--- src/rtl/job_sequencer.sv ---
// Job sequencer: fetches dimension/cell counts from the register map, then
// walks every (cell, dim) element index through a valid/ready handshake.
module job_sequencer #(
    parameter int ADDR_WIDTH = 8,
    parameter int DATA_WIDTH = 32,
    parameter int IDX_WIDTH  = 16
) (
    input  logic                  clk,
    input  logic                  rst,
    input  logic                  start,
    input  logic                  abort,
    output logic                  cfg_rd_en,
    output logic [ADDR_WIDTH-1:0] cfg_rd_addr,
    input  logic [DATA_WIDTH-1:0] cfg_rd_data,
    output logic                  elem_valid,
    input  logic                  elem_ready,
    output logic [IDX_WIDTH-1:0]  elem_cell,
    output logic [IDX_WIDTH-1:0]  elem_dim,
    output logic                  elem_last,
    output logic                  busy,
    output logic                  done,
    output logic                  err,
    output logic [IDX_WIDTH-1:0]  cells_done
);

    typedef enum logic [2:0] {
        S_IDLE,
        S_FETCH_DIM,
        S_FETCH_CELL,
        S_CAPTURE,
        S_CHECK,
        S_RUN,
        S_FINISH
    } state_t;

    localparam logic [DATA_WIDTH-1:0] ONE       = DATA_WIDTH'(1);
    localparam logic [DATA_WIDTH-1:0] DIM_MAX   = DATA_WIDTH'(50000);
    localparam logic [IDX_WIDTH-1:0]  IDX_ONE   = IDX_WIDTH'(1);
    localparam logic [ADDR_WIDTH-1:0] ADDR_DIM  = '0;
    localparam logic [ADDR_WIDTH-1:0] ADDR_CELL = ADDR_WIDTH'(1);

    state_t                  state_q;
    logic [DATA_WIDTH-1:0]   dim_cfg_q;
    logic [DATA_WIDTH-1:0]   cell_cfg_q;
    logic [IDX_WIDTH-1:0]    elem_cell_q, elem_cell_d;
    logic [IDX_WIDTH-1:0]    elem_dim_q, elem_dim_d;
    logic [IDX_WIDTH-1:0]    cells_done_q, cells_done_d;
    logic [ADDR_WIDTH-1:0]   rd_addr_q;
    logic                    rd_en_q;
    logic                    valid_q;
    logic                    busy_q;
    logic                    done_q;
    logic                    err_q;

    logic hs;
    logic dim_last;
    logic cell_last;
    logic cfg_bad;

    assign hs        = valid_q && elem_ready;
    assign dim_last  = (DATA_WIDTH'(elem_dim_q) == dim_cfg_q - ONE);
    assign cell_last = (DATA_WIDTH'(elem_cell_q) == cell_cfg_q - ONE);

    // Cell count must fit the index counters so the walk never wraps.
    assign cfg_bad = (dim_cfg_q == '0) || (dim_cfg_q > DIM_MAX) ||
                     (cell_cfg_q == '0) ||
                     ((cell_cfg_q >> IDX_WIDTH) != '0);

    always_comb begin
        elem_dim_d   = elem_dim_q;
        elem_cell_d  = elem_cell_q;
        cells_done_d = cells_done_q;
        if (hs) begin
            if (dim_last) begin
                elem_dim_d   = '0;
                elem_cell_d  = elem_cell_q + IDX_ONE;
                cells_done_d = cells_done_q + IDX_ONE;
            end else begin
                elem_dim_d = elem_dim_q + IDX_ONE;
            end
        end
    end

    always_ff @(posedge clk) begin
        if (rst) begin
            state_q      <= S_IDLE;
            dim_cfg_q    <= '0;
            cell_cfg_q   <= '0;
            elem_cell_q  <= '0;
            elem_dim_q   <= '0;
            cells_done_q <= '0;
            rd_addr_q    <= '0;
            rd_en_q      <= 1'b0;
            valid_q      <= 1'b0;
            busy_q       <= 1'b0;
            done_q       <= 1'b0;
            err_q        <= 1'b0;
        end else begin
            done_q       <= 1'b0;
            rd_en_q      <= 1'b0;
            rd_addr_q    <= '0;
            elem_dim_q   <= elem_dim_d;
            elem_cell_q  <= elem_cell_d;
            cells_done_q <= cells_done_d;
            // Abort wins over everything, but a coincident handshake still counts.
            if (abort && state_q != S_IDLE) begin
                state_q <= S_IDLE;
                busy_q  <= 1'b0;
                valid_q <= 1'b0;
            end else begin
                unique case (state_q)
                    S_IDLE: begin
                        if (start && !abort) begin
                            err_q        <= 1'b0;
                            cells_done_q <= '0;
                            busy_q       <= 1'b1;
                            rd_en_q      <= 1'b1;
                            rd_addr_q    <= ADDR_DIM;
                            state_q      <= S_FETCH_DIM;
                        end
                    end
                    S_FETCH_DIM: begin
                        rd_en_q   <= 1'b1;
                        rd_addr_q <= ADDR_CELL;
                        state_q   <= S_FETCH_CELL;
                    end
                    S_FETCH_CELL: begin
                        dim_cfg_q <= cfg_rd_data;
                        state_q   <= S_CAPTURE;
                    end
                    S_CAPTURE: begin
                        cell_cfg_q <= cfg_rd_data;
                        state_q    <= S_CHECK;
                    end
                    S_CHECK: begin
                        if (cfg_bad) begin
                            err_q   <= 1'b1;
                            done_q  <= 1'b1;
                            state_q <= S_FINISH;
                        end else begin
                            elem_cell_q <= '0;
                            elem_dim_q  <= '0;
                            valid_q     <= 1'b1;
                            state_q     <= S_RUN;
                        end
                    end
                    S_RUN: begin
                        if (hs && dim_last && cell_last) begin
                            valid_q <= 1'b0;
                            done_q  <= 1'b1;
                            state_q <= S_FINISH;
                        end
                    end
                    S_FINISH: begin
                        busy_q  <= 1'b0;
                        state_q <= S_IDLE;
                    end
                    default: begin
                        busy_q  <= 1'b0;
                        valid_q <= 1'b0;
                        state_q <= S_IDLE;
                    end
                endcase
            end
        end
    end

    assign cfg_rd_en   = rd_en_q;
    assign cfg_rd_addr = rd_addr_q;
    assign elem_valid  = valid_q;
    assign elem_cell   = elem_cell_q;
    assign elem_dim    = elem_dim_q;
    assign elem_last   = valid_q && dim_last;
    assign busy        = busy_q;
    assign done        = done_q;
    assign err         = err_q;
    assign cells_done  = cells_done_q;

endmodule

--- config.mk ---
export PLATFORM = sky130hd
export DESIGN_NAME = job_sequencer
export DESIGN_NICKNAME = d
export VERILOG_FILES = /design/src/rtl/job_sequencer.sv
export SDC_FILE = /design/constraint.sdc
export NUM_CORES = 1
export LEC_CHECK = 0
export BUFFER_PORTS_ARGS = -buffer_cell sky130_fd_sc_hd__buf_4
export CORE_MARGIN = 2
export CORE_UTILIZATION = 40
export CTS_CLUSTER_DIAMETER = 30
export CTS_CLUSTER_SIZE = 10
export DETAILED_ROUTE_END_ITERATION = 8
export PLACE_DENSITY = 0.6
export SYNTH_ARGS = -nofsm -noshare
export SYNTH_HDL_FRONTEND = slang
export SYNTH_SLANG_ARGS = --single-unit
--- constraint.sdc ---
create_clock -name clk -period 4.3 [get_ports clk]
set_input_delay 0.215 -clock clk [delete_from_list [all_inputs] [get_ports clk]]
set_output_delay 0.215 -clock clk [all_outputs]
set_load 0.02 [all_outputs]
Word level (Yosys, flattened, before mapping)
Index checks and enable logic that the tools add are counted.

Register bits after elaboration: 128. Bits of input ports: 37. Output and inout port bits: 62.

Add/subtract/negate cells: 5. Order comparisons: 1. Eq/ne operators: 12. Mux-type cells: 33. Bitwise gates (word level): 3. Reduce and logical (&&, ||, !) cells: 25.

Operators by type and width (number): $mux W16 (15); $eq A16 B32 Y1 (2); $logic_not A32 Y1 (2); $sub A32 B1 Y32 const B (2); $add A16 B1 Y16 const B (3); $gt A32 B16 Y1 const B (1); $reduce_bool A32 Y1 (1); $pmux W3 S6 (1); $reduce_or A5 Y1 (2); $eq A3 B3 Y1 const B (3); $mux W1 (9); $ne A2 B2 Y1 const B (4); $pmux W1 S2 (4); $reduce_and A2 Y1 (4); $eq A3 B2 Y1 const B (2); $logic_and A1 B1 Y1 (6); $mux W3 (2); $reduce_and A4 Y1 (1); $eq A3 B1 Y1 const B (1); $logic_not A3 Y1 (1); $logic_or A1 B1 Y1 (3); $not A1 Y1 (3); $pmux W1 S3 (1); $reduce_and A3 Y1 (1); other kinds (5) (5).

Depth between registers and ports, before layout
Word-level depth: 7. Mapped depth: 15. Gate-level depth less buffers: 10.

Worst setup path before layout
No wires, ideal clock.

Path kind: reg2reg. Start point: register dim_cfg_q[0]. End point: register elem_cell_q[15] (netlist: elem_cell[15]). Arrival: 3.185 ns. Data required time: 4.228 ns. Slack: 1.043 ns. Cell stages (with the launch flop): 14. Path buffers: 4. Clock period less this slack: 3.257 ns. Cell sequence: dfxtp_1 -> buf_2 -> inv_1 -> ha_1 -> buf_4 -> or3b_1 -> buf_2 -> o32ai_1 -> a21oi_1 -> or4b_4 -> or4_1 -> buf_2 -> nor4_1 -> mux2i_1.

Cells in the longest elaborated chain, start to end: 7. Elaborated cells between the ends (all ways): 12. Classes of those cells: 1 x add/sub; 1 x order compare; 1 x eq/ne; 5 x mux; 4 x reduce/logical.

RTL lines: start: declaration (RTL line 43) `logic [DATA_WIDTH-1:0] dim_cfg_q;`; start signal: assignment (RTL line 128) `dim_cfg_q <= cfg_rd_data;`; $sub A32 B1 Y32 (tied with other cells) (RTL line 61) `assign dim_last = (DATA_WIDTH'(elem_dim_q) == dim_cfg_q - ONE);`; $eq A16 B32 Y1 or $logic_or A1 B1 Y1 (tied branches) (RTL line 61, 65); $mux W16 or $logic_or A1 B1 Y1 (tied branches) (RTL line 74, 65); $mux W16 or $logic_or A1 B1 Y1 (tied branches) (RTL line 73, 66); $mux W16 (RTL line 136) `if (cfg_bad) begin`; $mux W16 (RTL line 111) `unique case (state_q)`; $mux W16 * (RTL line 106) `if (abort && state_q != S_IDLE) begin`; end signal: assignment (RTL line 103) `elem_cell_q <= elem_cell_d;`; end: declaration (RTL line 45) `logic [IDX_WIDTH-1:0] elem_cell_q, elem_cell_d;`.

Every way passes the cells marked *; elsewhere a longest branch is shown, timed or not. A chain may end at the register's enable or synchronous reset.

Worst setup path after layout
Start point: register dim_cfg_q[0]. End point: output port elem_last.

Cells in the longest elaborated chain, start to end: 3.

RTL lines: $sub A32 B1 Y32 (RTL line 61); $eq A16 B32 Y1 (RTL line 61); $logic_and A1 B1 Y1 (RTL line 173) `assign elem_last = valid_q && dim_last;`; end: declaration (RTL line 19) `output logic elem_last,`.

Every way passes these cells.

==> flow_summary.yaml <==
global_routing:
  overflow: 0
  grt_start_max_net_pins: 70
  grt_pass1_vias: 5945
  grt_pass1_wl_um: 30680
  grt_antenna_before_repair: 0
  grt_usage: 0.2122
floorplan:
  start_util: 0.4097
  die_w_um: 134.6
  die_y_um: 134.6
  fp-row-count: 47
  dieArea_mm2: 0.01811
  core_mm2: 0.01664
  io_pins: 99
power_and_ir_drop:
  ir_worst_vdd_uv: 297.8
  combPwrFrac: 0.102
  power_frac_clock: 0.509
  power.switching_uw: 733.2
  p_per_area_mw_per_mm2: 361.8
  netSwitchingFraction: 0.2461
  intPower_uw: 2245
  pwr-share-seq: 0.388
  p_leak_uw: 0.003242
  total_power_uw: 2979
clocking:
  path_clk_slew_ps: 60
  root_buffer: "clkbuf_16"
  cts_sinks: 121
  post-cts-setup-buffers: 0
  clkLatencyLatePin_ps: 420
  cts-resized-gates: 0
  cts_tree: "done"
  cts.htree.levels: 4
  ctsLongestPathBuffers: 2
  cts_made_buffers: 17
  cts_hold_buffers: 0
routing:
  wirelength_um: 18810
  dr_total_vias: 6536
  firstDrtPassIters: 5
  wl_per_cell_um: 15.91
  drc_errors: 0
  routed_via_density: 5.530
  drt_iter0_drc: 437
  ant_nets: 0
timing:
  setup_tns_ps: 0
  rsz0062_at_grt: "no"
  holdWs_ps: 50.72
  setup_viol: 0
  drv_slew: 0
  clock.fmax_mhz: 260.7
  fin_skew_ps: 7.766
  tightest_slew_ps: 1211
  hold_viol: 0
  finalCriticalPeriod_ps: 3837
  min_period_over_period: 0.8922
  slew_headroom: 0.1926
yosys:
  avgSynthCellArea_um2: 7.721
  yosysWarningCount: 0
  synthFlopType: "dfxtp_1"
  syn_inst: 883
  seq_area_frac_synth: 0.3553
  syn_area_mm2: 0.006818
  synthArstFlopShare: 0
  synth_cell_types: 75
  synth_edf_count: 0
  ys_seq_elements: 121
worst_setup_path:
  crit_fanout: 10
  critPathKind: "register to output port"
  cp.arrival_ps: 3620
  startpoint_type: "register"
  required_ps: 4090
  cp-end-kind: "output port"
final_layout:
  final_cell_mix: "nand2_1 (182), dfxtp_1 (121), buf_4 (102)"
  n_fill_cell: 1703
  antenna_cells: 0
  drive_gt1_frac: 0.1528
  final_common_cell: "nand2_1"
  area_growth_pct: 20.74
  nNetsFinal: 993
flow_run:
  max_cap_viol_count: 0
place:
  io_buffers: 91
  globalplace.congestion: 0.8983
  hpwl_um: 13620
hold_path:
  hp-class: "input pin to register"
status:
  status: "completed"
-- logic make-up after synthesis --
family | synth area share
adders and majority gates | 0.01285
xor gates and xnor gates | 0.06809
other | 0.0005500
and+or+nand+nor | 0.3272
muxes | 0.03248
DFF | 0.3553
AOI/OAI and AO/OA | 0.1536
buffers and inverters | 0.04992
-- cell usage after synthesis (all sizes together) (3+ instances only) --
master / instances / area, µm²
nand2: 182 / 683.2
dfxtp: 121 / 2422
a21oi: 82 / 410.4
nor2: 53 / 198.9
clkbuf: 41 / 156.4
nand2b: 32 / 200.2
nor3: 29 / 145.1
nand3: 28 / 140.1
nand4: 28 / 181.4
xor2: 28 / 245.2
xnor2: 25 / 219.0
mux2i: 21 / 210.2
buf: 20 / 131.4
nor4: 20 / 173.9
and3: 16 / 100.1
inv: 14 / 52.55
o211ai: 11 / 82.58
a31oi: 9 / 56.30
o31ai: 9 / 67.56
or4: 9 / 71.32
o21ai: 8 / 40.03
and2: 7 / 43.80
ha: 7 / 87.58
nand4b: 7 / 61.31
and4: 5 / 43.79
or3: 5 / 31.28
nor2b: 4 / 25.02
nor3b: 4 / 35.03
o22ai: 4 / 25.02
a221oi: 3 / 26.28
nand3b: 3 / 22.52
o32ai: 3 / 26.28
-- worst max-delay path: stages (launching register included) --
cell and delay [ps]:
dfxtp_1 380, inv_1 110, ha_1 330, nor3b_2 640, nand4_1 200, xnor2_1 260
nand3_1 110, a2111oi_0 420, nand4_1 160, nor4_1 260, and2_1 180, buf_4 150
-- per-layer routing --
metal  global-route usage  routed length, µm  vias up
li1                     -                  -     3268
met2               0.3172               8250      178
met4              0.06667                276        0
met3              0.03754               1023       23
met5                    0                  0        -
met1               0.3106               9255     3067
-- cell type report --
cell class / count / area (µm²) / share of cell area
Sequential cell: 121 / 2422 / 0.2943
Tap cell: 220 / 275.3 / 0.03344
Clock inverter: 11 / 170.2 / 0.02067
Clock buffer: 21 / 450.4 / 0.05472
Multi-Input combinational cell: 693 / 4095 / 0.4975
Timing Repair Buffer: 102 / 765.7 / 0.09302
Inverter: 14 / 52.55 / 0.006384
-- stage by stage --
stage / std cells / utilization / area, µm² / setup slack (ps)
floorplan: 889 / - / 6840 / 1043
global placement: 1150 / 0.4573 / 7611 / 722.2
detailed placement: 1150 / 0.4573 / 7611 / 586.1
CTS: 1182 / 0.4946 / 8232 / 447.0
global route: 1182 / 0.4946 / 8232 / 256.4
finish: 1182 / 0.4946 / 8232 / 463.5
-- final timing paths --
kind	from	end	slack (ps)	depth (start not counted)
worst max-delay path	dim_cfg_q[0]	elem_last	460	11
worst min-delay path	cfg_rd_data[2]	cell_cfg_q[2]	50	3
worst max register to register	dim_cfg_q[0]	elem_cell[15]	570	10
worst min register to register	cell_cfg_q[22]	cell_cfg_q[22]	450	2
-- registers in the layout, summed over array words and instances (netlist names) --
| register | cells |
|---|---|
| cell_cfg_q | 32 |
| dim_cfg_q | 32 |
| cells_done | 16 |
| elem_cell | 16 |
| elem_dim | 16 |
| state_q | 3 |
| busy | 1 |
| cfg_rd_addr | 1 |
| cfg_rd_en | 1 |
| done | 1 |
| elem_valid | 1 |
| err | 1 |
-- power by group through the flow --
stage	Combinational, µW	Clock, µW	Sequential, µW
finish	305	1520	1160
global route	337	1590	1160
CTS	303	1540	1160
detailed placement	302	0	1180
global placement	301	0	1180
floorplan	223	0	1170
Note: power is estimated with default switching activity, not from simulation.
